`src/rtl/vram_pkg.sv`:
```
`default_nettype none
// ============================================================================
// Module   : vram_pkg
// Purpose  : Shared geometry, widths, newline code and FSM state type for the
//            VRAM console controller.
// Revision : 1.0 - initial release
// ============================================================================
package vram_pkg;

  localparam int COLS   = 80;
  localparam int ROWS   = 60;
  localparam int DEPTH  = 4800;
  localparam int ADDR_W = 13;
  localparam int DATA_W = 11;

  localparam logic [7:0] NEWLINE = 8'h0A;

  typedef enum logic [0:0] {
    ST_IDLE  = 1'b0,
    ST_CLEAR = 1'b1
  } state_t;

endpackage
`default_nettype wire

```
`src/rtl/console_cursor.sv`:
```
`default_nettype none
// ============================================================================
// Module   : console_cursor
// Purpose  : Row/column tracker keeping cursor = row*COLS + col incrementally.
// Revision : 1.0 - initial release
// ============================================================================
module console_cursor
  import vram_pkg::*;
#(
  parameter int COLS = vram_pkg::COLS,
  parameter int ROWS = vram_pkg::ROWS
) (
  input  logic              clk,
  input  logic              rst,
  input  logic              advance,
  input  logic              newline,
  input  logic              zero,
  output logic [ADDR_W-1:0] cursor,
  output logic [ADDR_W-1:0] row,
  output logic [ADDR_W-1:0] col
);

  localparam logic [ADDR_W-1:0] c_one      = ADDR_W'(1);
  localparam logic [ADDR_W-1:0] c_cols     = ADDR_W'(COLS);
  localparam logic [ADDR_W-1:0] c_col_last = ADDR_W'(COLS - 1);
  localparam logic [ADDR_W-1:0] c_row_last = ADDR_W'(ROWS - 1);

  logic [ADDR_W-1:0] r_cursor;
  logic [ADDR_W-1:0] r_row;
  logic [ADDR_W-1:0] r_col;

  always_ff @(posedge clk) begin
    if (rst || zero) begin
      r_cursor <= '0;
      r_row    <= '0;
      r_col    <= '0;
    end else if (advance) begin
      if (r_col == c_col_last) begin
        r_col <= '0;
        if (r_row == c_row_last) begin
          r_row    <= '0;
          r_cursor <= '0;
        end else begin
          r_row    <= r_row + c_one;
          r_cursor <= r_cursor + c_one;
        end
      end else begin
        r_col    <= r_col + c_one;
        r_cursor <= r_cursor + c_one;
      end
    end else if (newline) begin
      r_col <= '0;
      if (r_row == c_row_last) begin
        r_row    <= '0;
        r_cursor <= '0;
      end else begin
        // Start of next row: strip the column, add one full row.
        r_row    <= r_row + c_one;
        r_cursor <= r_cursor - r_col + c_cols;
      end
    end
  end

  assign cursor = r_cursor;
  assign row    = r_row;
  assign col    = r_col;

endmodule
`default_nettype wire

```
`src/rtl/vram_console_ctrl.sv`:
```
`default_nettype none
// ============================================================================
// Module   : vram_console_ctrl
// Purpose  : VRAM write arbiter for clear, direct CPU writes and a putc stream.
// Revision : 1.0 - initial release
// ============================================================================
module vram_console_ctrl
  import vram_pkg::*;
#(
  parameter int COLS  = vram_pkg::COLS,
  parameter int ROWS  = vram_pkg::ROWS,
  parameter int DEPTH = vram_pkg::DEPTH
) (
  input  logic              clk,
  input  logic              rst,
  input  logic              cmd_clear,
  input  logic [DATA_W-1:0] fill_data,
  input  logic              cpu_we,
  input  logic [ADDR_W-1:0] cpu_addr,
  input  logic [DATA_W-1:0] cpu_data,
  output logic              cpu_busy,
  input  logic              putc_valid,
  input  logic [DATA_W-1:0] putc_data,
  output logic              putc_ready,
  output logic [ADDR_W-1:0] cursor,
  output logic              clear_done,
  output logic [ADDR_W-1:0] ram_addr,
  output logic [DATA_W-1:0] ram_din,
  output logic              ram_we
);

  localparam logic [ADDR_W-1:0] c_one       = ADDR_W'(1);
  localparam logic [ADDR_W-1:0] c_depth     = ADDR_W'(DEPTH);
  localparam logic [ADDR_W-1:0] c_last_addr = ADDR_W'(DEPTH - 1);

  state_t            r_state;
  state_t            w_state_nxt;
  logic [ADDR_W-1:0] r_clr_addr;
  logic [DATA_W-1:0] r_fill;
  logic              r_last_d;
  logic              r_clear_done;
  logic              r_ram_we;
  logic [ADDR_W-1:0] r_ram_addr;
  logic [DATA_W-1:0] r_ram_din;

  logic              w_issue;
  logic [ADDR_W-1:0] w_addr;
  logic [DATA_W-1:0] w_din;
  logic              w_adv;
  logic              w_nl;
  logic              w_zero;
  logic              w_start;
  logic              w_last;
  logic [ADDR_W-1:0] w_cursor;
  logic [ADDR_W-1:0] w_row;
  logic [ADDR_W-1:0] w_col;
  logic              w_unused_pos;

  assign cpu_busy   = (r_state == ST_CLEAR) | cmd_clear;
  assign putc_ready = (r_state == ST_IDLE) & ~cmd_clear & ~cpu_we;

  always_comb begin
    w_state_nxt = r_state;
    w_issue     = 1'b0;
    w_addr      = r_clr_addr;
    w_din       = r_fill;
    w_adv       = 1'b0;
    w_nl        = 1'b0;
    w_zero      = 1'b0;
    w_start     = 1'b0;
    w_last      = 1'b0;
    case (r_state)
      ST_IDLE: begin
        if (cmd_clear) begin
          w_state_nxt = ST_CLEAR;
          w_start     = 1'b1;
        end else if (cpu_we) begin
          if (cpu_addr < c_depth) begin
            w_issue = 1'b1;
            w_addr  = cpu_addr;
            w_din   = cpu_data;
          end
        end else if (putc_valid) begin
          if (putc_data[7:0] == NEWLINE) begin
            w_nl = 1'b1;
          end else begin
            w_issue = 1'b1;
            w_addr  = w_cursor;
            w_din   = putc_data;
            w_adv   = 1'b1;
          end
        end
      end
      ST_CLEAR: begin
        w_issue = 1'b1;
        if (r_clr_addr == c_last_addr) begin
          w_last      = 1'b1;
          w_zero      = 1'b1;
          w_state_nxt = ST_IDLE;
        end
      end
      default: w_state_nxt = ST_IDLE;
    endcase
  end

  always_ff @(posedge clk) begin
    if (rst) begin
      r_state <= ST_IDLE;
    end else begin
      r_state <= w_state_nxt;
    end
  end

  always_ff @(posedge clk) begin
    if (rst) begin
      r_ram_we     <= 1'b0;
      r_ram_addr   <= '0;
      r_ram_din    <= '0;
      r_clr_addr   <= '0;
      r_fill       <= '0;
      r_last_d     <= 1'b0;
      r_clear_done <= 1'b0;
    end else begin
      r_ram_we <= w_issue;
      if (w_issue) begin
        r_ram_addr <= w_addr;
        r_ram_din  <= w_din;
      end
      if (w_start) begin
        r_fill     <= fill_data;
        r_clr_addr <= '0;
      end else if (r_state == ST_CLEAR) begin
        r_clr_addr <= w_last ? '0 : r_clr_addr + c_one;
      end
      // Done trails the final ram_we by one cycle.
      r_last_d     <= w_last;
      r_clear_done <= r_last_d;
    end
  end

  console_cursor #(
    .COLS (COLS),
    .ROWS (ROWS)
  ) u_cursor (
    .clk     (clk),
    .rst     (rst),
    .advance (w_adv),
    .newline (w_nl),
    .zero    (w_zero),
    .cursor  (w_cursor),
    .row     (w_row),
    .col     (w_col)
  );

  assign w_unused_pos = &{1'b0, w_row, w_col};

  assign cursor     = w_cursor;
  assign clear_done = r_clear_done;
  assign ram_we     = r_ram_we;
  assign ram_addr   = r_ram_addr;
  assign ram_din    = r_ram_din;

endmodule
`default_nettype wire

```
`config.mk`:
```
export PLATFORM = sky130hd
export DESIGN_NAME = vram_console_ctrl
export DESIGN_NICKNAME = d
export VERILOG_FILES = /design/src/rtl/vram_pkg.sv /design/src/rtl/console_cursor.sv /design/src/rtl/vram_console_ctrl.sv
export SDC_FILE = /design/constraint.sdc
export NUM_CORES = 1
export LEC_CHECK = 0
export CAP_MARGIN = 5
export CORE_UTILIZATION = 50
export CTS_BUF_LIST = sky130_fd_sc_hd__clkbuf_16
export CTS_CLUSTER_SIZE = 40
export DETAILED_ROUTE_END_ITERATION = 8
export GPL_ROUTABILITY_DRIVEN = 0
export PLACE_DENSITY_LB_ADDON = 0.12
export SYNTH_ARGS = -nofsm -noshare
export SYNTH_HDL_FRONTEND = slang
export SYNTH_HIERARCHICAL = 1
export SYNTH_SLANG_ARGS = --single-unit
```
`constraint.sdc`:
```
create_clock -name clk -period 5.3 [get_ports clk]
set_input_delay 1.325 -clock clk [delete_from_list [all_inputs] [get_ports clk]]
set_output_delay 1.325 -clock clk [all_outputs]
set_load 0.02 [all_outputs]
```
==> flow_metrics.env <==
export IMPL_gr_usage_all_layers=0.279
export IMPL_p_leak_uw=0.00222
export IMPL_cts_resized_gates=0
export IMPL_cts_htree_levels=3
export IMPL_number_of_nets_in_the_final_layout=791
export IMPL_dr_pass1_iters=4
export IMPL_synth_top_cells_by_count="sky130_fd_sc_hd__dfxtp_1, sky130_fd_sc_hd__nand2_1, sky130_fd_sc_hd__nor2_1, sky130_fd_sc_hd__a21oi_1, sky130_fd_sc_hd__nand3_1"
export IMPL_hpwlAfterDp_um=10300
export IMPL_final_max_slew_violation_count=0
export IMPL_tritoncts_sinks=91
export IMPL_finalClockSkew_ns=0.00684
export IMPL_max_cap_violations=0
export IMPL_async_reset_ff_frac=0
export IMPL_synth_mux_area_fraction=0.00389
export IMPL_finalCoreUtilization=0.651
export IMPL_synth_top_family_by_area="simple AND/OR/NAND/NOR gates"
export IMPL_postSynth_topFlopCell="sky130_fd_sc_hd__dfxtp_1"
export IMPL_route_antenna_remaining_nets=0
export IMPL_maximum_fanout_along_the_worst_path=6
export IMPL_synth_lib_cells_used_distinct=69
export IMPL_chipWidth_um=104
export IMPL_synth_area_leaders="sky130_fd_sc_hd__dfxtp_1, sky130_fd_sc_hd__ha_1, sky130_fd_sc_hd__nand2_1"
export IMPL_tns_ns=0
export IMPL_wl_per_cell_um=17.0
export IMPL_yosys_area_share_simple=0.248
export IMPL_wirelength_um=14400
export IMPL_worst_stage_delay_on_the_critical_path_ns=0.61
export IMPL_routed_via_density=6.00
export IMPL_cts_tree="yes"
export IMPL_required_time_at_the_endpoint_of_the_critical_path_ns=3.97
export IMPL_antenna_violations_before_repair=0
export IMPL_path_clk_slew_ns=0.06
export IMPL_cellPowerDensity_nw_per_um2=252
export IMPL_setup_violations_final=0
export IMPL_hold_viol_final=0
export IMPL_first_global_vias=4808
export IMPL_cts_root_buf="sky130_fd_sc_hd__clkbuf_16"
export IMPL_crit_slowest_cell="sky130_fd_sc_hd__clkdlybuf4s50_1"
export IMPL_globalRoute_totalOverflow=0
export IMPL_synth_compound_area_share=0.214
export IMPL_vias_post_dr=5098
export IMPL_die_y_um=104
export IMPL_finalCriticalPeriod_ns=4.19
export IMPL_critical_path_top_delay_family="buffers and inverters"
export IMPL_synth_top_cell_by_area="sky130_fd_sc_hd__dfxtp_1"
export IMPL_cp_buffers_inverters=3
export IMPL_cts_hold_repair_buffers=0
export IMPL_achievable_frequency_mhz=238
export IMPL_synth_enable_flop_cells=0
export IMPL_hp_class="reg -> reg"
export IMPL_synth_top_area_share=0.354
export IMPL_synth_avg_cell_area_um2=8.06
export IMPL_mappedNetlistArea_um2=5150
export IMPL_grt_setup_unrepaired="false"
export IMPL_tightestPinTransition_ns=0.983
export IMPL_port_buffers=91
export IMPL_path_cells="clkdlybuf4s50_1, nor2_1, inv_1, nor2_1, clkdlybuf4s50_1"
export IMPL_post_synth_xor_area_fraction=0.0561
export IMPL_core_area_um2=9860
export IMPL_ctsLongestPathBuffers=2
export IMPL_tritoncts_num_buffers=9
export IMPL_grt_pass1_wl_um=24000
export IMPL_synth_most_common_cell="sky130_fd_sc_hd__dfxtp_1"
export IMPL_relSlewSlack=0.344
export IMPL_insertion_delay_of_the_later_clocked_pin_in_the_worst_skew_pair_ns=0.35
export IMPL_synthCells=639
export IMPL_drt_iter0_drc=339
export IMPL_antenna_cells_inserted=0
export IMPL_startpoint_type="primary input"
export IMPL_yosys_register_bits=91
export IMPL_outcome="finished, final reports clean"
export IMPL_design_die_area_um2=10700
export IMPL_floorplan_io_pins=92
export IMPL_ys_warnings_count=6
export IMPL_grt_start_max_net_pins=28
export IMPL_row_count=36
export IMPL_worstSetupPathType="in -> out"
export IMPL_fin_crit_sh=0.791
export IMPL_cts_post_setup_buffers_inserted=0
export IMPL_synthToLayoutAreaGrowth_pct=24.7
export IMPL_worstPathArrival_ns=2.87
export IMPL_post_route_drc_count=0
export IMPL_crit_path_end_kind="output port"
export IMPL_synth_seq_area_share=0.354
export IMPL_synth_net_count=718
export IMPL_ir_drop_mv=0.210
export IMPL_synthAdderAreaFrac=0.0695
export IMPL_drive_above_1_share=0.0558
export IMPL_floorplan_initialDensity=0.522
==> worst paths after layout <==
kind	start	to	slack [ns]	cells after the start
worst max-delay path	cmd_clear	putc_ready	1.11	5
worst max register to register	r_state	u_cursor/row[8]	2.27	8
worst min-delay path	r_last_d	clear_done	0.45	1
worst min register to register	r_last_d	clear_done	0.45	1
==> through the flow <==
stage          area (um^2)  cells  setup WS, ns  hold WS [ns]  power, uW
2_1_floorplan         5150    639          1.59         0.414        841
3_3_place_gp          6100    834          1.18         0.417        928
3_5_place_dp          6100    834          1.11         0.431        930
4_1_cts               6430    850          1.13         0.451       1630
5_1_grt               6430    850          1.00         0.465       1680
6_report              6430    850          1.11         0.447       1620
==> cell type report <==
class / instances / area [um^2]
well taps: 133 / 166
inverters: 30 / 113
flip-flops and latches: 91 / 1820
clock inverters: 7 / 98.8
fillers: 844 / 3440
repair buffers: 97 / 956
multi-input cells: 483 / 3050
clock buffers: 9 / 225
==> report_power, final <==
group          switching [uW]  internal [uW]  total [uW]
combinational             107           92.1         199
clock                     287            416         704
sequential               15.2            703         718
==> cells by family after synthesis <==
| group | after synthesis |
|---|---|
| AOI/OAI and AO/OA | 156 |
| xor gates and xnor gates | 33 |
| adders and majority gates | 28 |
| buffers and inverters | 65 |
| DFF | 91 |
| muxes | 2 |
| and+or+nand+nor | 264 |
==> state kept, by name (all words and copies together) (netlist names) <==
signal and flops:
clear_done 1, r_clr_addr 13, r_fill 11, r_last_d 1, r_state 1, ram_addr 13, ram_din 11, ram_we 1
u_cursor/col 13, u_cursor/cursor 13, u_cursor/row 13
==> layout by cell type (no fill, tap or decap), drive strengths merged, types with 4 or more instances in the layout <==
cell type,instances
dfxtp,91
clkdlybuf4s50,91
nand2,76
nor2,63
a21oi,39
nand3,35
nor3,32
inv,31
ha,27
o21ai,23
o22ai,18
o32ai,18
xnor2,17
xor2,16
and3,12
a31oi,12
a22oi,9
clkbuf,9
nand4,8
o41ai,7
nor4,6
buf,6
or3,5
a221oi,4
or4,4
o31ai,4
==> layer usage <==
| metal | part of all wire | GRT usage | vias up |
|---|---|---|---|
| li1 | - | - | 2486 |
| met1 | 0.46 | 0.367 | 2433 |
| met2 | 0.46 | 0.446 | 145 |
| met3 | 0.051 | 0.0560 | 34 |
| met4 | 0.030 | 0.118 | 0 |
| met5 | 0 | 0 | - |
Note: power is estimated with default switching activity, not from simulation.
